--- config.mk ---
export PLATFORM = sky130hd
export DESIGN_NAME = instr_encoder_loader
export DESIGN_NICKNAME = d
export VERILOG_FILES = /design/src/rtl/instr_encoder_loader.sv
export SDC_FILE = /design/constraint.sdc
export NUM_CORES = 1
export LEC_CHECK = 0
export CORE_MARGIN = 4
export CORE_UTILIZATION = 44
export DETAILED_ROUTE_END_ITERATION = 6
export MAX_ROUTING_LAYER = met4
export PLACE_DENSITY_LB_ADDON = 0.1
export SKIP_CTS_REPAIR_TIMING = 1
export SLEW_MARGIN = 20
export SYNTH_ARGS = -nofsm -noshare
export SYNTH_HDL_FRONTEND = slang
export SYNTH_SLANG_ARGS = --single-unit
--- constraint.sdc ---
create_clock -name clk -period 3.65 [get_ports clk]
set_input_delay 0.73 -clock clk [delete_from_list [all_inputs] [get_ports clk]]
set_output_delay 0.73 -clock clk [all_outputs]
set_load 0.02 [all_outputs]
--- src/rtl/instr_encoder_loader.sv ---
// ----------------------------------------------------------------------------
// instr_encoder_loader
//
// Packs instruction field descriptors into 32-bit ARMv4 instruction words.
// The resulting words are streamed into instruction memory through a simple
// sequential write port. This block is the inverse of the core's instruction
// decoder. It sits between the host/debug message interface and the imem
// write side, and it loads a program while the core is held in halt.
//
// Parameters
//   ADDR_W     imem word-address width; memory depth = 2**ADDR_W words
//   BASE_ADDR  first word address written after start
//
// Ports
//   clk, rst_n   rising-edge clock; asynchronous active-low reset
//   start        1-cycle pulse: clear count, (re)enter LOAD (highest priority)
//   in_valid     descriptor valid
//   in_ready     descriptor can be accepted (LOAD and memory not yet full)
//   in_last      marks the final descriptor of the program
//   in_op        00 DP-reg, 01 DP-imm, 10 LDR/STR, 11 B
//   in_cond      condition field           -> [31:28]
//   in_cmd       DP opcode                 -> [24:21]
//   in_s         DP S bit                  -> [20]
//   in_l         load/store L bit          -> [20]
//   in_rn        Rn                        -> [19:16]
//   in_rd        Rd                        -> [15:12]
//   in_rm        Rm (DP-reg only)          -> [3:0]
//   in_imm12     DP rot4:imm8 or memory offset12
//   in_imm24     branch word offset
//   imem_we      write strobe, one cycle per word
//   imem_addr    word address of the current write
//   imem_wdata   encoded instruction of the current write
//   count        words issued since the last start (saturates at 2**ADDR_W)
//   done         program fully issued; high in DONE with no write in flight
// ----------------------------------------------------------------------------
module instr_encoder_loader #(
    parameter int ADDR_W    = 6,
    parameter int BASE_ADDR = 0
) (
    input  logic              clk,
    input  logic              rst_n,
    input  logic              start,
    input  logic              in_valid,
    output logic              in_ready,
    input  logic              in_last,
    input  logic [1:0]        in_op,
    input  logic [3:0]        in_cond,
    input  logic [3:0]        in_cmd,
    input  logic              in_s,
    input  logic              in_l,
    input  logic [3:0]        in_rn,
    input  logic [3:0]        in_rd,
    input  logic [3:0]        in_rm,
    input  logic [11:0]       in_imm12,
    input  logic [23:0]       in_imm24,
    output logic              imem_we,
    output logic [ADDR_W-1:0] imem_addr,
    output logic [31:0]       imem_wdata,
    output logic [ADDR_W:0]   count,
    output logic              done
);

    localparam logic [ADDR_W:0]   DEPTH_CNT = (ADDR_W+1)'(1 << ADDR_W);
    localparam logic [ADDR_W:0]   LAST_CNT  = DEPTH_CNT - (ADDR_W+1)'(1);
    localparam logic [ADDR_W:0]   ONE_CNT   = (ADDR_W+1)'(1);
    localparam logic [ADDR_W-1:0] BASE      = ADDR_W'(BASE_ADDR);

    typedef enum logic [1:0] {
        S_IDLE,
        S_LOAD,
        S_DONE
    } state_e;

    localparam logic [1:0] OP_DP_REG = 2'b00;
    localparam logic [1:0] OP_DP_IMM = 2'b01;
    localparam logic [1:0] OP_MEM    = 2'b10;
    localparam logic [1:0] OP_BRANCH = 2'b11;

    state_e              state_q, state_d;
    logic [ADDR_W:0]     count_q, count_d;
    logic                imem_we_q, imem_we_d;
    logic [ADDR_W-1:0]   imem_addr_q, imem_addr_d;
    logic [31:0]         imem_wdata_q, imem_wdata_d;

    logic                ready;
    logic                accept;
    logic [31:0]         enc_word;

    // ------------------------------------------------------------------
    // Encoder. Each op builds its word only from the fields it owns. Fields
    // belonging to other ops (a stray imm12 on a DP-reg descriptor, for
    // example) never reach the output word.
    // ------------------------------------------------------------------
    always_comb begin
        // NOTE: every always_comb output gets a default before any branch so
        // that no path leaves it unassigned, which would infer a latch.
        enc_word = '0;
        case (in_op)
            OP_DP_REG: enc_word = {in_cond, 3'b000, in_cmd, in_s, in_rn, in_rd,
                                   8'h00, in_rm};
            OP_DP_IMM: enc_word = {in_cond, 3'b001, in_cmd, in_s, in_rn, in_rd,
                                   in_imm12};
            // Immediate offset, pre-indexed, up, word, no write-back.
            OP_MEM:    enc_word = {in_cond, 3'b010, 1'b1, 1'b1, 1'b0, 1'b0,
                                   in_l, in_rn, in_rd, in_imm12};
            OP_BRANCH: enc_word = {in_cond, 4'b1010, in_imm24};
            default:   enc_word = '0;
        endcase
    end

    // ------------------------------------------------------------------
    // Control. count_q is bumped on the accept edge, in the same edge that
    // raises imem_we. It therefore already includes the word in flight, so
    // "count + pending < depth" reduces to count_q < depth.
    // ------------------------------------------------------------------
    assign ready  = (state_q == S_LOAD) && (count_q < DEPTH_CNT);
    assign accept = in_valid && ready && !start;

    always_comb begin
        state_d      = state_q;
        count_d      = count_q;
        imem_we_d    = 1'b0;
        imem_addr_d  = imem_addr_q;
        imem_wdata_d = imem_wdata_q;

        if (start) begin
            // A write launched on the previous edge is already on the port at
            // its original address. Only the bookkeeping restarts here.
            state_d = S_LOAD;
            count_d = '0;
        end else if (accept) begin
            imem_we_d    = 1'b1;
            // Word n lands at BASE + n; the ADDR_W-bit add wraps modulo depth.
            imem_addr_d  = BASE + count_q[ADDR_W-1:0];
            imem_wdata_d = enc_word;
            count_d      = count_q + ONE_CNT;
            // The accept that fills memory ends the load even without in_last.
            if (in_last || (count_q == LAST_CNT)) begin
                state_d = S_DONE;
            end
        end
    end

    // NOTE: sequential state uses non-blocking assignments only, so every
    // flop samples the pre-edge values regardless of statement order.
    always_ff @(posedge clk or negedge rst_n) begin
        if (!rst_n) begin
            state_q      <= S_IDLE;
            count_q      <= '0;
            imem_we_q    <= 1'b0;
            imem_addr_q  <= BASE;
            imem_wdata_q <= '0;
        end else begin
            state_q      <= state_d;
            count_q      <= count_d;
            imem_we_q    <= imem_we_d;
            imem_addr_q  <= imem_addr_d;
            imem_wdata_q <= imem_wdata_d;
        end
    end

    assign in_ready   = ready;
    assign imem_we    = imem_we_q;
    assign imem_addr  = imem_addr_q;
    assign imem_wdata = imem_wdata_q;
    assign count      = count_q;
    // done waits until the final word has left the write port.
    assign done       = (state_q == S_DONE) && !imem_we_q;

endmodule

# Yosys cells after proc, flatten, opt, wreduce, memory -nomap -nowiden

Cells that the tools add are included.

Output and inout bits: 48
Flip-flop bits (word level): 48
Input port bits: 65

Magnitude comparators: 1
Equal/unequal tests: 6
Bitwise gates (word level): 1
$add $sub $neg: 1
Reduce and logical (&&, ||, !) cells: 12
Multiplexer cells: 8

Operators with widths:

| kind                | count |
|---|---|
| $pmux 32 s4         | 1 |
| $mux 7              | 2 |
| $add 7x1->7 const B | 1 |
| $eq 7x6->1 const B  | 1 |
| $lt 7x7->1 const B  | 1 |
| $eq 2x2->1 const B  | 3 |
| $mux 2              | 3 |
| $eq 2x1->1 const B  | 2 |
| $logic_and 1x1->1   | 4 |
| $reduce_and 2->1    | 2 |
| $reduce_bool 2->1   | 2 |
| $logic_not 1->1     | 2 |
| $logic_not 2->1     | 1 |
| $mux 1              | 2 |
| $logic_or 1x1->1    | 1 |
| $not 1->1           | 1 |

# Depth between registers and ports, before layout

Gate-level depths: netlist of run 1.

Word-level depth: 6
Depth in mapped cells: 7

# Worst setup path after synthesis of run 1

Ideal clock, no wire load.

Path kind: input -> register
Start point: input port in_valid
End point: register imem_wdata_q[0], in the netlist imem_wdata[0]
Path slack: 1.722 ns
Path buffers: 3
Cell stages on the path: 7
Arrival: 1.803 ns
Data required time: 3.525 ns
Cell sequence: nor4bb_1 > buf_4 > nand2_4 > buf_6 > inv_6 > buf_12 > mux2_4

Word-level cells in the longest chain between the ends: 3

Ends and longest elaborated chain:

| element                         | RTL line | text |
|---|---|---|
| start, declared                 | 43       | `input logic in_valid,` |
| $logic_and 1x1->1 (2 in series) | 117      | `assign accept = in_valid && ready && !start;` |
| $reduce_and 2->1 (no line)      | n/a      |  |
| end signal, assigned            | 158      | `imem_wdata_q <= imem_wdata_d;` |
| end, declared                   | 83       | `logic [31:0] imem_wdata_q, imem_wdata_d;` |

No other way between the ends.
A chain may end at the register's enable or synchronous reset.

# Worst setup path after layout of run 1

Start point: register state_q[0]
End point: output port done

Word-level cells in the longest chain between the ends: 2

Ends and longest elaborated chain:

| element                | RTL line | text |
|---|---|---|
| start, declared        | 79       | `state_e state_q, state_d;` |
| start signal, assigned | 154      | `state_q <= state_d;` |
| $eq 2x2->1             | 168      | `assign done = (state_q == S_DONE) && !imem_we_q;` |
| $logic_and 1x1->1      | 168      |  |
| end, declared          | 60       | `output logic done` |

No other way between the ends.

==> results of run 1 <==
==> registers in the layout (all words and copies together) (netlist names) <==
signal	count
count	7
imem_addr	6
imem_wdata	32
imem_we	1
state_q	2
==> worst max path at each step <==
stage,from,to,slack [ns],depth (start not counted)
5_1_grt,in_valid,imem_wdata[20]$_DFFE_PN0P_,1.25,6
3_3_place_gp,in_valid,imem_wdata[20]$_DFFE_PN0P_,1.09,6
2_1_floorplan,in_valid,imem_wdata[0]$_DFFE_PN0P_,1.72,7
6_report,state_q[0]$_DFFE_PN0P_,done,1.35,2
3_5_place_dp,in_valid,imem_wdata[20]$_DFFE_PN0P_,1.06,6
4_1_cts,count[6]$_DFFE_PN0P_,in_ready,1.34,2
==> routing by layer <==
layer / up-vias / routed length, microns / GRT usage
met5: - / 0 / -
met4: 0 / 51 / 0.0498
met3: 6 / 407 / 0.0471
met2: 70 / 3000 / 0.313
met1: 964 / 2570 / 0.248
li1: 981 / - / -
==> cell usage after synthesis (4+ instances only) <==
cell type / number
buf_2: 4
mux2_4: 8
nor2b_1: 5
clkbuf_1: 9
dfrtp_1: 48
a21oi_1: 7
o21ai_0: 45
mux2_2: 17
a22oi_1: 8
mux2i_1: 21
nor2_1: 5
==> area by class of cell <==
class	instances	area (sq um)	share of cell area
Clock buffer	6	72.6	0.0198
Clock inverter	2	35.0	0.00958
Inverter	3	16.3	0.00445
Multi-Input combinational cell	143	1090	0.298
Sequential cell	48	1200	0.328
Tap cell	70	87.6	0.0239
Timing Repair Buffer	117	1160	0.316
==> power by group <==
part | total, uW | internal, uW | switching [uW] | leakage (uW)
combinational | 528 | 284 | 243 | 0.000896
sequential | 662 | 613 | 49.5 | 0.000610
clock | 370 | 203 | 167 | 0.0000552
==> cells by family after synthesis <==
group | count (synthesis) | synth area share
simple gates | 28 | 0.0724
fa+ha+maj | 1 | 0.00520
compound gates | 67 | 0.155
flops | 48 | 0.500
buf+inv | 20 | 0.0474
mux | 46 | 0.217
xor+xnor | 1 | 0.00364
==> stage by stage <==
stage / hold slack, ns / utilization
detailed placement: 0.495 / 0.681
finish: 0.424 / 0.703
CTS: 0.515 / 0.702
global route: 0.456 / 0.703
floorplan: 0.434 / -
global placement: 0.489 / 0.681
==> worst max-delay path: stages, from the launching register on <==
cell and delay [ns]:
dfrtp_1 0.43, nor3b_1 0.22, clkdlybuf4s50_1 0.63
==> qor.txt, run 1 <==
Top_reg_cell synth = dfrtp_1
TNS Setup = 0 ns
Min Tclk post-route = 2.30 ns
Syn Area/Cell = 11.4 sq um
Drt initial violations = 99
Routed len/inst = 15.5 microns
Post-route ant nets = 0
Antenna fix cells = 0
# nets final = 384
Dpl cell area = 0.00355 sq mm
Vias per std cell = 5.20
CTS Buf Count = 5
# fillers = 425
Crit-path max FO = 6
Fraction of registers with async set/reset = 1.00
Num rows = 26
Status = finished clean
P_leak = 0.00156 uW
Max frequency = 435 MHz
P&R area growth vs syn = 52.2%
Pre-CTS WS = 1.06 ns
Seq cells post-synth = 48
GRT Resource Usage Total = 0.195
Startpoint Class = flop
R2R Setup Slk = 1.83 ns
Synth warn = 0
Hold/Removal Path Class = input port to async pin
Worst-path clk slew = 0.09 ns
Slew headroom = 0.609
Final Cell Area = 0.00366 sq mm
Non-Filler Instances = 389
Power per cell area = 426 mW/mm^2
Vias after detailed routing = 2,021
Yosys cell types = 37
Sequential area share after synthesis = 0.500
Final Hold Fails = 0
Critical R2R Capture = imem_wdata[20]$_DFFE_PN0P_
RSZ-0062 raised after global routing = false
Die footprint = 0.00671 sq mm
Core ar. = 0.00520 sq mm
EDFF count, synth = 0
Worst Skew = 0.00904 ns
CTS tree = built
Starting Density = 0.462
Crit path DAT = 1.57 ns
Final WL = 6030 microns
DIE WIDTH = 81.9 microns
Vias in the first global route = 1,972
Peak supply drop = 0.216 mV
Worst endpoint required time = 2.92 ns
Commonest non-fill, non-tap cell in the layout = clkdlybuf4s50_1
Top cell type's share of synthesized area = 0.500
Number of port buffers = 112
Slew Limit Fails = 0
Nature of the critical path endpoint = output port
FF-to-FF path depth = 5
Syn_nets = 277
CTS max path bufs = 2
First-pass GRT wire length = 9750 microns
Placed Cells = 381
DRC violations left = 0
Synth area leader = dfrtp_1
I/O Pins = 113
Total number of H-tree levels = 2
Pin count of the biggest net entering global routing = 49
Layout cell share with drive strength beyond 1 = 0.129
# setup viols final = 0
Skew-Pair Late Insertion Delay = 0.30 ns
Post-Synthesis Cell Area = 0.00240 sq mm
Worst slew pin tran = 0.587 ns
Crit path kind = flop to output port
Antenna violations before repair = 0
Clock sinks = 48
Gate Count Post-Synth = 211
Main area contributors after synthesis = dfrtp_1 (50%), o21ai_0 (9.4%), mux2i_1 (8.7%)
Die Y = 81.9 microns
Most frequent cells in the layout = clkdlybuf4s50_1 (111), dfrtp_1 (48), o21ai_0 (45)
Tcrit/Tclk final = 0.630
DP HPWL = 4550 microns
Max capacitance violation total = 0
Final Wtd Congestion = 0.772
Reg-to-Reg Start = count[6]$_DFFE_PN0P_
Clock tree root driver cell = clkbuf_8
Initial DRT Pass Iterations = 4
Final Worst Setup Slack = 1.35 ns
Tot Pwr = 1560 uW
Total gr overflow = 0
Note: power is estimated with default switching activity, not from simulation.
==> run 2: changes to the inputs <==
- CORE_UTILIZATION: 44 -> 41
- clock period: 3.65 -> 2.3 ns (I/O delays scaled with it)
==> qor.txt, run 2 (synthesis results as in run 1) <==
Total gr overflow = 0
# fillers = 500
Die footprint = 0.00715 sq mm
Tcrit/Tclk final = 0.883
Slew headroom = 0.597
FF-to-FF path depth = 5
Worst-path clk slew = 0.08 ns
Total number of H-tree levels = 2
Core ar. = 0.00561 sq mm
Crit path to = in_ready
Starting Density = 0.429
P_leak = 0.00156 uW
Startpoint Class = flop
# nets final = 388
Most frequent cells in the layout = clkdlybuf4s50_1 (111), dfrtp_1 (48), o21ai_0 (45)
CTS max path bufs = 2
Worst endpoint required time = 1.84 ns
Clock tree root driver cell = clkbuf_8
Post-route core utilization = 0.652
Num rows = 27
Min Tclk post-route = 2.03 ns
I/O Pins = 113
Final WL = 6360 microns
Final Hold Fails = 0
Power per cell area = 646 mW/mm^2
Final Wtd Congestion = 0.770
Nature of the critical path endpoint = output port
Peak supply drop = 0.383 mV
Final Cell Area = 0.00366 sq mm
Routed len/inst = 16.1 microns
Pin count of the biggest net entering global routing = 49
Slowest cell delay on critical path = 0.63 ns
Worst setup path start = count[6]$_DFFE_PN0P_
Critical R2R Capture = imem_wdata[20]$_DFFE_PN0P_
Max frequency = 492 MHz
Final Worst Setup Slack = 0.268 ns
CTS Buf Count = 5
Initial DRT Pass Iterations = 4
Cell family with most CP delay = buffers and inverters
Dpl cell area = 0.00358 sq mm
Vias per std cell = 5.24
Slew Limit Fails = 0
Max reg flops = 32
Highest Signal Layer = met4
Pre-CTS WS = 0.127 ns
First-pass GRT wire length = 10,200 microns
TNS Setup = 0 ns
DIE WIDTH = 84.6 microns
P&R area growth vs syn = 52.2%
Number of port buffers = 112
Vias after detailed routing = 2,065
Wl on met1 = 2620 microns
Commonest non-fill, non-tap cell in the layout = clkdlybuf4s50_1
Worst path depth = 2
Reg-to-Reg Start = count[6]$_DFFE_PN0P_
Clock sinks = 48
# setup viols final = 0
RSZ-0062 raised after global routing = false
Die Y = 84.6 microns
Antenna fix cells = 0
Crit path DAT = 1.57 ns
Max capacitance violation total = 0
Layout cell share with drive strength beyond 1 = 0.137
Post-route ant nets = 0
DR WL met2 = 3170 microns
Worst Skew = 0.00632 ns
GRT Resource Usage Total = 0.184
Status = finished clean
Crit path kind = flop to output port
Worst slew pin tran = 0.605 ns
R2R Setup Slk = 0.64 ns
Skew-Pair Late Insertion Delay = 0.30 ns
Bufs and invs on worst path = 1
Crit-path max FO = 6
DP HPWL = 4890 microns
Antenna violations before repair = 0
Hold/Removal Path Class = input port to async pin
Worst path slowest cell = clkdlybuf4s50_1
CTS tree = built
WL met3 = 504 microns
DRC violations left = 0
Crit-path cells = nor3b_1 -> clkdlybuf4s50_1
Vias in the first global route = 2,003
Drt initial violations = 87
## run 2: metal layers
metal  vias up  global-route usage
met5         -                   -
met4         0              0.0475
met3         7              0.0481
met2        93               0.292
met1       978               0.234
li1        987                   -
## run 2: worst min path at each step
| stage | start | end | slack [ns] | cells after the start |
|---|---|---|---|---|
| 2_1_floorplan | rst_n | count[0]$_DFFE_PN0P_ | 0.16 | 0 |
| 3_3_place_gp | imem_wdata[19]$_DFFE_PN0P_ | imem_wdata[19]$_DFFE_PN0P_ | 0.49 | 2 |
| 3_5_place_dp | imem_wdata[15]$_DFFE_PN0P_ | imem_wdata[15]$_DFFE_PN0P_ | 0.50 | 2 |
| 4_1_cts | rst_n | count[5]$_DFFE_PN0P_ | 0.27 | 2 |
| 5_1_grt | rst_n | count[5]$_DFFE_PN0P_ | 0.30 | 2 |
| 6_report | rst_n | count[3]$_DFFE_PN0P_ | 0.24 | 2 |
## run 2: metrics by stage
step | instances | hold slack [ns] | total power (uW)
global route | 394 | 0.304 | 2490
floorplan | 211 | 0.164 | 1460
CTS | 394 | 0.275 | 2390
detailed placement | 387 | 0.497 | 1920
finish | 394 | 0.235 | 2360
global placement | 387 | 0.489 | 1900
## run 2: where the power goes
group	total (uW)	switching, uW	internal, uW
combinational	841	384	457
sequential	1050	79.2	972
clock	472	265	207
## run 2: layout make-up
| class | count | area [sq um] | share of cell area |
|---|---|---|---|
| tap | 72 | 90.1 | 0.0246 |
| clock buffer | 6 | 72.6 | 0.0198 |
| inverter | 3 | 16.3 | 0.00445 |
| multi-input combinational | 143 | 1090 | 0.298 |
| clock inverter | 1 | 5.00 | 0.00137 |
| timing repair buffer | 121 | 1180 | 0.324 |
| sequential | 48 | 1200 | 0.328 |
==> run 3: changes to the inputs <==
- CTS_CLUSTER_DIAMETER: default -> 100
- clock period: 2.3 -> 1.9 ns (I/O delays scaled with it)
==> qor.txt, run 3 (synthesis results as in run 1) <==
Worst slew pin tran = 0.453 ns
Critical R2R Capture = imem_wdata[20]$_DFFE_PN0P_
Crit-path cells = clkdlybuf4s50_1
Slowest cell delay on critical path = 0.66 ns
Peak supply drop = 0.396 mV
Bufs and invs on worst path = 1
Skew-Pair Late Insertion Delay = 0.30 ns
CTS max path bufs = 2
CTS tree = built
P_leak = 0.00163 uW
Max capacitance violation total = 0
Crit path DAT = 1.47 ns
RSZ-0062 raised after global routing = false
FF-to-FF path depth = 5
Starting Density = 0.429
First-pass GRT wire length = 10,400 microns
Num rows = 27
Min Tclk post-route = 1.85 ns
Drt initial violations = 44
Routed len/inst = 16.0 microns
Power per cell area = 780 mW/mm^2
Die footprint = 0.00715 sq mm
Reg-to-Reg Start = state_q[1]$_DFFE_PN0P_
Pin count of the biggest net entering global routing = 31
Final Wtd Congestion = 0.768
Final Hold Fails = 0
Tot Pwr = 2920 uW
Worst endpoint required time = 1.52 ns
Vias in the first global route = 2,197
Post-route core utilization = 0.668
Crit-path max FO = 8
Cell family with most CP delay = buffers and inverters
Antenna fix cells = 0
Status = finished clean
Pre-CTS WS = -0.0916 ns
Final Worst Setup Slack = 0.0547 ns
DIE WIDTH = 84.6 microns
GRT Resource Usage Total = 0.186
Core ar. = 0.00561 sq mm
Placed Cells = 393
Layout cell share with drive strength beyond 1 = 0.152
# setup viols final = 0
Most frequent cells in the layout = clkdlybuf4s50_1 (109), dfrtp_1 (48), o21ai_0 (45)
Max frequency = 542 MHz
Worst Skew = 0.00701 ns
Die Y = 84.6 microns
Post-route ant nets = 0
Crit path kind = flop to output port
P&R area growth vs syn = 55.8%
Clock tree root driver cell = clkbuf_8
Vias per std cell = 5.27
CTS Buf Count = 5
Total number of H-tree levels = 2
Non-Filler Instances = 401
Tcrit/Tclk final = 0.971
Antenna violations before repair = 0
DP HPWL = 4910 microns
Worst path slowest cell = clkdlybuf4s50_1
Number of port buffers = 112
Max reg flops = 32
Initial DRT Pass Iterations = 4
Nature of the critical path endpoint = output port
Clock sinks = 48
Hold/Removal Path Class = input port to async pin
Slew headroom = 0.698
DRC violations left = 0
Worst-path clk slew = 0.08 ns
Total gr overflow = 0
R2R Setup Slk = 0.31 ns
Commonest non-fill, non-tap cell in the layout = clkdlybuf4s50_1
Slew Limit Fails = 0
Final WL = 6410 microns
Vias after detailed routing = 2,114
# nets final = 394
Startpoint Class = flop
I/O Pins = 113
[run 3: cell types whose count changed in the layout (fill, tap and decap cells not counted)]
cell	before	now
clkdlybuf4s50_1	111	109
clkbuf_8	5	6
clkinv_2	1	0
buf_4	9	13
buf_12	0	2
clkbuf_1	1	2
dlymetal6s2s_1	0	2
[run 3: layout make-up]
type / count / area (sq um)
inverters: 3 / 16.3
well taps: 72 / 90.1
repair buffers: 127 / 1260
clock buffers: 8 / 90.1
multi-input cells: 143 / 1090
flip-flops and latches: 48 / 1200
fillers: 497 / 1860
[run 3: worst register-to-register path, delay by kind of cell, from the launching register on]
kind                   cells  cell delay, ns
AND/OR/NAND/NOR            2            0.40
buffers and inverters      2            0.31
flip-flops                 1            0.43
multiplexers               1            0.35
[run 3: how the worst max path moves through the flow]
| stage | startpoint | slack [ns] | cells past startpoint | end |
|---|---|---|---|---|
| floorplan | count[6]$_DFFE_PN0P_ | 0.20 | 7 | imem_wdata[0]$_DFFE_PN0P_ |
| detailed placement | in_valid | -0.09 | 6 | imem_wdata[20]$_DFFE_PN0P_ |
| global route | count[2]$_DFFE_PN0P_ | 0.005 | 1 | count[2] |
| CTS | state_q[0]$_DFFE_PN0P_ | -0.11 | 2 | done |
| global placement | in_valid | -0.08 | 6 | imem_wdata[20]$_DFFE_PN0P_ |
| finish | count[2]$_DFFE_PN0P_ | 0.05 | 1 | count[2] |
[run 3: layer usage]
metal,global-route usage,wire length [microns]
met5,-,0
met4,0.0432,61
met1,0.226,2750
met2,0.315,3200
met3,0.0422,398
[run 3: metrics by stage]
stage          hold WS [ns]  area, sq um  setup TNS, ns
3_5_place_dp          0.355         3650          -1.04
3_3_place_gp          0.353         3650         -0.822
5_1_grt              0.0390         3740              0
2_1_floorplan        0.0844         2400              0
4_1_cts              0.0388         3740         -0.175
6_report             0.0226         3740              0
[run 3: power by group]
part	switching (uW)	leakage [uW]	internal, uW	total, uW
Clock	320	0.0000455	297	617
Combinational	472	0.000976	568	1040
Sequential	87.8	0.000610	1180	1260
Total	880	0.00163	2040	2920
